--- src/rtl/seq_detect_ctrl.sv ---
// seq_detect_ctrl: programmable serial pattern detector with run control.
// A host loads pattern/length/overlap/limit while the engine is not running.
// A run shifts qualified serial bits into a history register, pulses on each
// match and counts matches until an optional limit moves it to DONE.
module seq_detect_ctrl #(
    parameter int MAX_LEN = 8,
    parameter int CNT_W   = 8,
    parameter int LEN_W   = $clog2(MAX_LEN + 1)
) (
    input  logic               clk,
    input  logic               reset,
    input  logic               cfg_valid,
    output logic               cfg_ready,
    input  logic [MAX_LEN-1:0] cfg_pattern,
    input  logic [LEN_W-1:0]   cfg_len,
    input  logic               cfg_overlap,
    input  logic [CNT_W-1:0]   cfg_limit,
    input  logic               start,
    input  logic               abort,
    input  logic               din_valid,
    input  logic               din,
    output logic               match,
    output logic [CNT_W-1:0]   match_count,
    output logic               busy,
    output logic               done
);

    typedef enum logic [1:0] {
        IDLE = 2'd0,
        RUN  = 2'd1,
        DONE = 2'd2
    } state_t;

    localparam logic [CNT_W-1:0]   CNT_MAX  = {CNT_W{1'b1}};
    localparam logic [LEN_W-1:0]   LEN_MAX  = LEN_W'(MAX_LEN);
    localparam logic [MAX_LEN-1:0] PAT_RST  = MAX_LEN'(4'b1010);
    localparam logic [LEN_W-1:0]   LEN_RST  = LEN_W'(4);

    state_t             state_q, state_d;
    logic [MAX_LEN-1:0] pat_q, pat_d;
    logic [LEN_W-1:0]   len_q, len_d;
    logic               ovl_q, ovl_d;
    logic [CNT_W-1:0]   lim_q, lim_d;
    logic [MAX_LEN-1:0] hist_q, hist_d;
    logic [LEN_W-1:0]   fill_q, fill_d;
    logic [CNT_W-1:0]   cnt_q, cnt_d;
    logic               match_q, match_d;

    logic [LEN_W-1:0]   lenClamped;
    logic [MAX_LEN-1:0] histShift;
    logic [LEN_W-1:0]   fillShift;
    logic [MAX_LEN-1:0] lenMask;
    logic               hit;
    logic [CNT_W-1:0]   cntInc;

    // Shifted history, saturating fill, length mask and match test for the incoming bit
    always_comb begin
        lenClamped = cfg_len;
        if (cfg_len == '0) begin
            lenClamped = LEN_W'(1);
        end else if (cfg_len > LEN_MAX) begin
            lenClamped = LEN_MAX;
        end
        histShift = {hist_q[MAX_LEN-2:0], din};
        fillShift = (fill_q == LEN_MAX) ? fill_q : fill_q + LEN_W'(1);
        lenMask   = '0;
        for (int i = 0; i < MAX_LEN; i++) begin
            lenMask[i] = (i < int'(len_q));
        end
        hit    = (fillShift >= len_q) && (((histShift ^ pat_q) & lenMask) == '0);
        cntInc = (cnt_q == CNT_MAX) ? cnt_q : cnt_q + CNT_W'(1);
    end

    // Next-state logic: config capture, run start, abort, and match/limit handling
    always_comb begin
        state_d = state_q;
        pat_d   = pat_q;
        len_d   = len_q;
        ovl_d   = ovl_q;
        lim_d   = lim_q;
        hist_d  = hist_q;
        fill_d  = fill_q;
        cnt_d   = cnt_q;
        match_d = 1'b0;
        unique case (state_q)
            IDLE, DONE: begin
                if (cfg_valid) begin
                    pat_d = cfg_pattern;
                    len_d = lenClamped;
                    ovl_d = cfg_overlap;
                    lim_d = cfg_limit;
                end
                if (start) begin
                    state_d = RUN;
                    cnt_d   = '0;
                    hist_d  = '0;
                    fill_d  = '0;
                end
            end
            RUN: begin
                if (abort) begin
                    state_d = IDLE;
                end else if (din_valid) begin
                    hist_d = histShift;
                    fill_d = fillShift;
                    if (hit) begin
                        match_d = 1'b1;
                        cnt_d   = cntInc;
                        if (!ovl_q) begin
                            fill_d = '0;
                        end
                        if ((lim_q != '0) && (cntInc == lim_q)) begin
                            state_d = DONE;
                        end
                    end
                end
            end
            default: state_d = IDLE;
        endcase
    end

    // State and configuration registers, cleared to defaults immediately on reset
    always_ff @(posedge clk or posedge reset) begin
        if (reset) begin
            state_q <= IDLE;
            pat_q   <= PAT_RST;
            len_q   <= LEN_RST;
            ovl_q   <= 1'b1;
            lim_q   <= '0;
            hist_q  <= '0;
            fill_q  <= '0;
            cnt_q   <= '0;
            match_q <= 1'b0;
        end else begin
            state_q <= state_d;
            pat_q   <= pat_d;
            len_q   <= len_d;
            ovl_q   <= ovl_d;
            lim_q   <= lim_d;
            hist_q  <= hist_d;
            fill_q  <= fill_d;
            cnt_q   <= cnt_d;
            match_q <= match_d;
        end
    end

    assign cfg_ready   = (state_q != RUN);
    assign busy        = (state_q == RUN);
    assign done        = (state_q == DONE);
    assign match       = match_q;
    assign match_count = cnt_q;

endmodule

--- config.mk ---
export PLATFORM = sky130hd
export DESIGN_NAME = seq_detect_ctrl
export DESIGN_NICKNAME = d
export VERILOG_FILES = /design/src/rtl/seq_detect_ctrl.sv
export SDC_FILE = /design/constraint.sdc
export NUM_CORES = 1
export LEC_CHECK = 0
export BUFFER_PORTS_ARGS = -buffer_cell sky130_fd_sc_hd__buf_2
export CORE_ASPECT_RATIO = 0.7
export CORE_UTILIZATION = 25
export DETAILED_ROUTE_END_ITERATION = 8
export PLACE_DENSITY_LB_ADDON = 0.12
export SYNTH_ARGS = -nofsm -noshare
export SYNTH_HDL_FRONTEND = slang
export SYNTH_SLANG_ARGS = --single-unit
--- constraint.sdc ---
create_clock -name clk -period 6.35 [get_ports clk]
set_input_delay 0.9525 -clock clk [delete_from_list [all_inputs] [get_ports clk]]
set_output_delay 0.9525 -clock clk [all_outputs]
set_load 0.005 [all_outputs]
Word level (Yosys, flattened, before mapping)
Index checks and enable logic that the tools add are counted.
Widths: inputs -> output; s select.

storage, ports and cells
  latch bits = 0
  register bits after elaboration = 43
  memory bits (read-only) = 0
  input port bits = 28
  output and inout bits = 12
  logic and storage cells = 76
  memories kept = 0
  RAM bits = 0

operators by class
  multiplexer cells = 28
  shift operators = 0
  divide/modulo/power cells = 0
  reduce and logical (&&, ||, !) cells = 12
  equal/unequal tests = 13
  order comparisons = 10
  bitwise gates (word level) = 2
  add/subtract/negate cells = 2
  multipliers = 0

operator list
  operator             number
  $mux 8               5
  $mux 4               8
  $lt 3x4->1 const A   4
  $pmux 8 s2           1
  $mux 7               2
  $pmux 7 s2           1
  $mux 2               5
  $add 8x1->8 const B  1
  $and 8x8->8          1
  $eq 8x8->1           1
  $eq 8x8->1 const B   1
  $logic_not 8->1      1
  $lt 1x4->1 const A   2
  $lt 2x4->1 const A   2
  $pmux 4 s2           1
  $reduce_and 4->1     2
  $reduce_bool 8->1    1
  $xor 8x8->8          1
  $ne 2x2->1 const B   3
  $ne 3x2->1 const B   2
  $reduce_and 5->1     1
  $add 4x1->4 const B  1
  $eq 4x4->1 const B   1
  $ge 4x4->1           1
  13 further kinds     18

Longest topological paths before layout
  depth after elaboration = 9
  gate-level depth with buffers = 13
  depth with buffers taken out = 12

Least setup slack after synthesis
OpenSTA, ideal clock, no wires.

  kind = flip-flop to flip-flop
  from = register fill_q[0]
  to = register cnt_q[5] (netlist: match_count[5])
  clock period less this slack = 2.792 ns
  path buffers = 0
  setup time = 0.126 ns
  stages on the path, launching flop included = 13
  arrival = 2.666 ns
  setup slack = 3.558 ns
  path through = dfrtp_1 inv_1 ha_1 nand2_1 nor2_1 xnor2_1 ha_1 nand2b_1 a2111oi_0 a2111oi_0 o221ai_2 or3_1 o311a_1

between the ends
  longest elaborated chain between the ends = 6
  elaborated cells between the ends (all ways) = 7
  classes of those cells = add/sub (1); order compare (1); eq/ne (2); mux (1); reduce/logical (2)

RTL lines
  element                                    line  source
  from (decl)                                45    logic [LEN_W-1:0] fill_q, fill_d;
  from (signal assigned)                     141   fill_q <= fill_d;
  $add 4x1->4 or $eq 4x4->1 (tied branches)  65    fillShift = (fill_q == LEN_MAX) ? fill_q : fill_q + LEN_W'(1);
  $mux 4 (*)                                 65
  $ge 4x4->1 (*)                             70    hit = (fillShift >= len_q) && (((histShift ^ pat_q) & lenMask) == '0);
  $logic_and 1x1->1 (*)                      70
  $ne 2x1->1 (no line) (*)                   n/a
  $reduce_and 5->1 (no line) (*)             n/a
  to (signal assigned)                       142   cnt_q <= cnt_d;
  to (decl)                                  46    logic [CNT_W-1:0] cnt_q, cnt_d;

Every way passes the cells marked *; elsewhere a longest branch is shown, timed or not.
A chain may end at the register's enable or synchronous reset.

Final worst setup path
Same ends and word-level chain as after synthesis.

==> impl_metrics.yaml <==
sta:
  whs_ps: 512
  grt_setup_unrepaired: "false"
  fin_crit_ps: 3360
  setup_tns_ps: 0
  skew_ps: 5.83
  relSlewSlack: 0.527
  min_period_over_period: 0.530
  maxSlewViolCount: 0
  hold_violations: 0
  timing.fmax_mhz: 297
  finalSetupViolCount: 0
  worst_slew_pin_slew_ps: 710
die:
  die-area_sq_um: 10200
  rows: 29
  die_h_microns: 84.8
  die_w_microns: 120
  ioPinCount: 40
  coreArea_sq_um: 9290
  start_util: 0.264
pwr:
  p_per_area_nw_per_um2: 266
  comb_power_share: 0.210
  swShare: 0.305
  intPower_mw: 0.536
  power_frac_clock: 0.336
  p_leak_nw: 1.23
  ir_worst_vdd_v: 0.000103
  power_switching_mw: 0.235
  seq_power_share: 0.454
yosys:
  synthFlopType: "dfrtp_1"
  syn_nets: 286
  ys_ff_latch: 43
  yosys.cell_count.top_type: "dfrtp_1"
  synth_top_area_share: 0.398
  synthTopCellsByCount: "dfrtp_1 (39), nand2_1 (23), mux2_2 (17), nor2_1 (16), nand3_1 (15)"
  netlist_area_sq_um: 2450
  synth_edf_count: 0
  synthArstFlopShare: 1.00
  synth_area_leaders: "dfrtp_1 (40%), mux2_2 (7.8%), dfstp_2 (4.3%)"
  yosysWarnings: 0
  yosysSeqAreaShare: 0.441
  postSynthAreaPerCell_sq_um: 9.76
  syn-instance-count: 251
  yosysTopAreaCell: "dfrtp_1"
  ys_types: 50
placement:
  portBuffers: 39
  dp_cells: 402
  dp_hpwl_microns: 4620
  gp_congestion: 0.764
  placed_area_sq_um: 2760
cts:
  tritoncts: "yes"
  cts_resized: 0
  cts_setup_buffers: 0
  clock_latency_ps: 290
  hold_buffers: 0
  cts_sinks: 43
  cts_root_buffer: "clkbuf_16"
  clk_pin_slew_ps: 60
  htree_levels: 2
  cts_inserted_buffers: 5
  cts_max_path_buffers: 2
routing:
  firstDrtPassIters: 4
  drt-total-wl_microns: 6260
  vias_per_cell: 4.79
  drt_iter0_markers: 100
  final_antenna_net_count: 0
  drc: 0
  wl_per_cell_microns: 15.3
  via_count: 1965
layout:
  area_growth_pct: 18.5
  nets: 320
  fillCellCount: 1002
  register_area_sq_um: 1080
  multi_input_area_sq_um: 1260
  final_area_sq_um: 2900
  stdcell_count: 410
  layout-drive-gt1-share: 0.259
  antenna_cells: 0
setup_path:
  cp.arrival_ps: 3540
  start_kind: "flip-flop"
  cp-end-kind: "flip-flop"
  crit_chain: "inv_1 -> ha_1 -> nand2_1 -> nor2_1 -> xnor2_1 -> ha_1 -> nand2b_1 -> a2111oi_0 -> a2111oi_0 -> o221ai_2 -> or3_1 -> o311a_1"
  cp_num_buf_inv: 1
  crit_fanout: 16
  critPathTopFamily: "compound AO/OA/AOI/OAI gates"
  r2r_cells: 12
  slowest_delay_ps: 590
  cp.depth: 12
  crit_type: "flip-flop to flip-flop"
  critPathSlowestCell: "a2111oi_0"
  cp.required_ps: 6530
min_path:
  min_path_cells: 2
  min_path_type: "flip-flop to flip-flop"
global_routing:
  antenna_found_initial: 0
  grt_pass1_wl_microns: 10400
  grt_start_max_net_pins: 44
  grt_usage: 0.134
  grt_pass1_vias: 1925
  gr-total-overflow: 0
flow_run:
  maxCapViolCount: 0
run_status:
  status: "finished, final reports clean"
-- worst register-to-register path: stages (launching register included) --
cell and delay, ps:
dfrtp_1 390, inv_1 90, ha_1 200, nand2_1 80
nor2_1 50, xnor2_1 150, ha_1 280, nand2b_1 80
a2111oi_0 90, a2111oi_0 590, o221ai_2 470, or3_1 490
o311a_1 290
-- final timing paths --
path / startpoint / slack, ps / endpoint
setup / recovery: fill_q[0] / 2990 / match_count[5]
hold / removal: hist_q[2] / 510 / hist_q[3]
setup reg to reg: fill_q[0] / 2990 / match_count[5]
hold reg to reg: hist_q[2] / 510 / hist_q[3]
max in group asynchronous: reset / 5160 / pat_q[3]
min in group asynchronous: reset / 790 / match_count[2]
-- power groups by stage --
stage,Combinational (mW),Clock (mW),Sequential (mW)
after floorplan,0.125,0,0.343
after global placement,0.163,0,0.356
after detailed placement,0.163,0,0.356
after CTS,0.164,0.270,0.351
after global routing,0.183,0.279,0.357
final,0.162,0.259,0.350
-- kinds of logic after synthesis --
kind of cell	Yosys count	synth area share
DFF	43	0.441
buffers and inverters	28	0.0444
muxes	18	0.0822
xor gates and xnor gates	17	0.0608
and+or+nand+nor	84	0.171
adders and majority gates	7	0.0357
AOI/OAI and AO/OA	54	0.164
-- metal layers --
layer,GRT usage,share of wire,vias up
met5,0,0,-
met1,0.207,0.55,929
met2,0.177,0.38,53
met3,0.0309,0.053,7
met4,0.0471,0.014,0
li1,-,-,976
-- flip-flops by register name (all words and copies together) (netlist names) --
signal,count
hist_q,7
len_q,4
fill_q,4
match,1
state_q,2
match_count,8
ovl_q,1
lim_q,8
pat_q,8
-- cell usage in the layout (no fill, tap or decap), drive strengths merged, types with 2 or more instances in the layout --
master	synthesis	routed
a21oi	6	6
o221ai	2	2
nand2	23	23
xor2	8	8
nor2b	3	3
inv	14	13
ha	7	7
a221oi	2	2
a2111oi	5	5
nand2b	7	7
dfrtp	39	39
o21a	2	2
o31ai	3	3
o311ai	2	2
clkinv	0	2
a211oi	2	2
clkbuf	9	6
xnor2	9	9
buf	5	41
nor2	16	16
o211ai	2	2
nor4	2	2
o31a	2	2
dfstp	4	4
a32o	3	3
a31oi	4	4
o21ai	11	11
or4	4	4
nand3	15	15
nor3	4	4
or2	2	2
and4	2	2
mux2	17	17
-- metrics by stage --
| stage | setup WS (ps) | util | power [mW] |
|---|---|---|---|
| floorplan | 3560 | - | 0.467 |
| global placement | 3090 | 0.297 | 0.519 |
| detailed placement | 3040 | 0.297 | 0.519 |
| CTS | 2980 | 0.313 | 0.785 |
| global route | 2660 | 0.313 | 0.819 |
| finish | 2990 | 0.313 | 0.771 |
-- final cells by class --
type,count,area share
inverters,14,0.0181
clock inverters,2,0.00431
clock buffers,6,0.0444
flip-flops and latches,43,0.372
multi-input cells,180,0.435
repair buffers,41,0.0724
well taps,124,0.0534
Note: power is estimated with default switching activity, not from simulation.
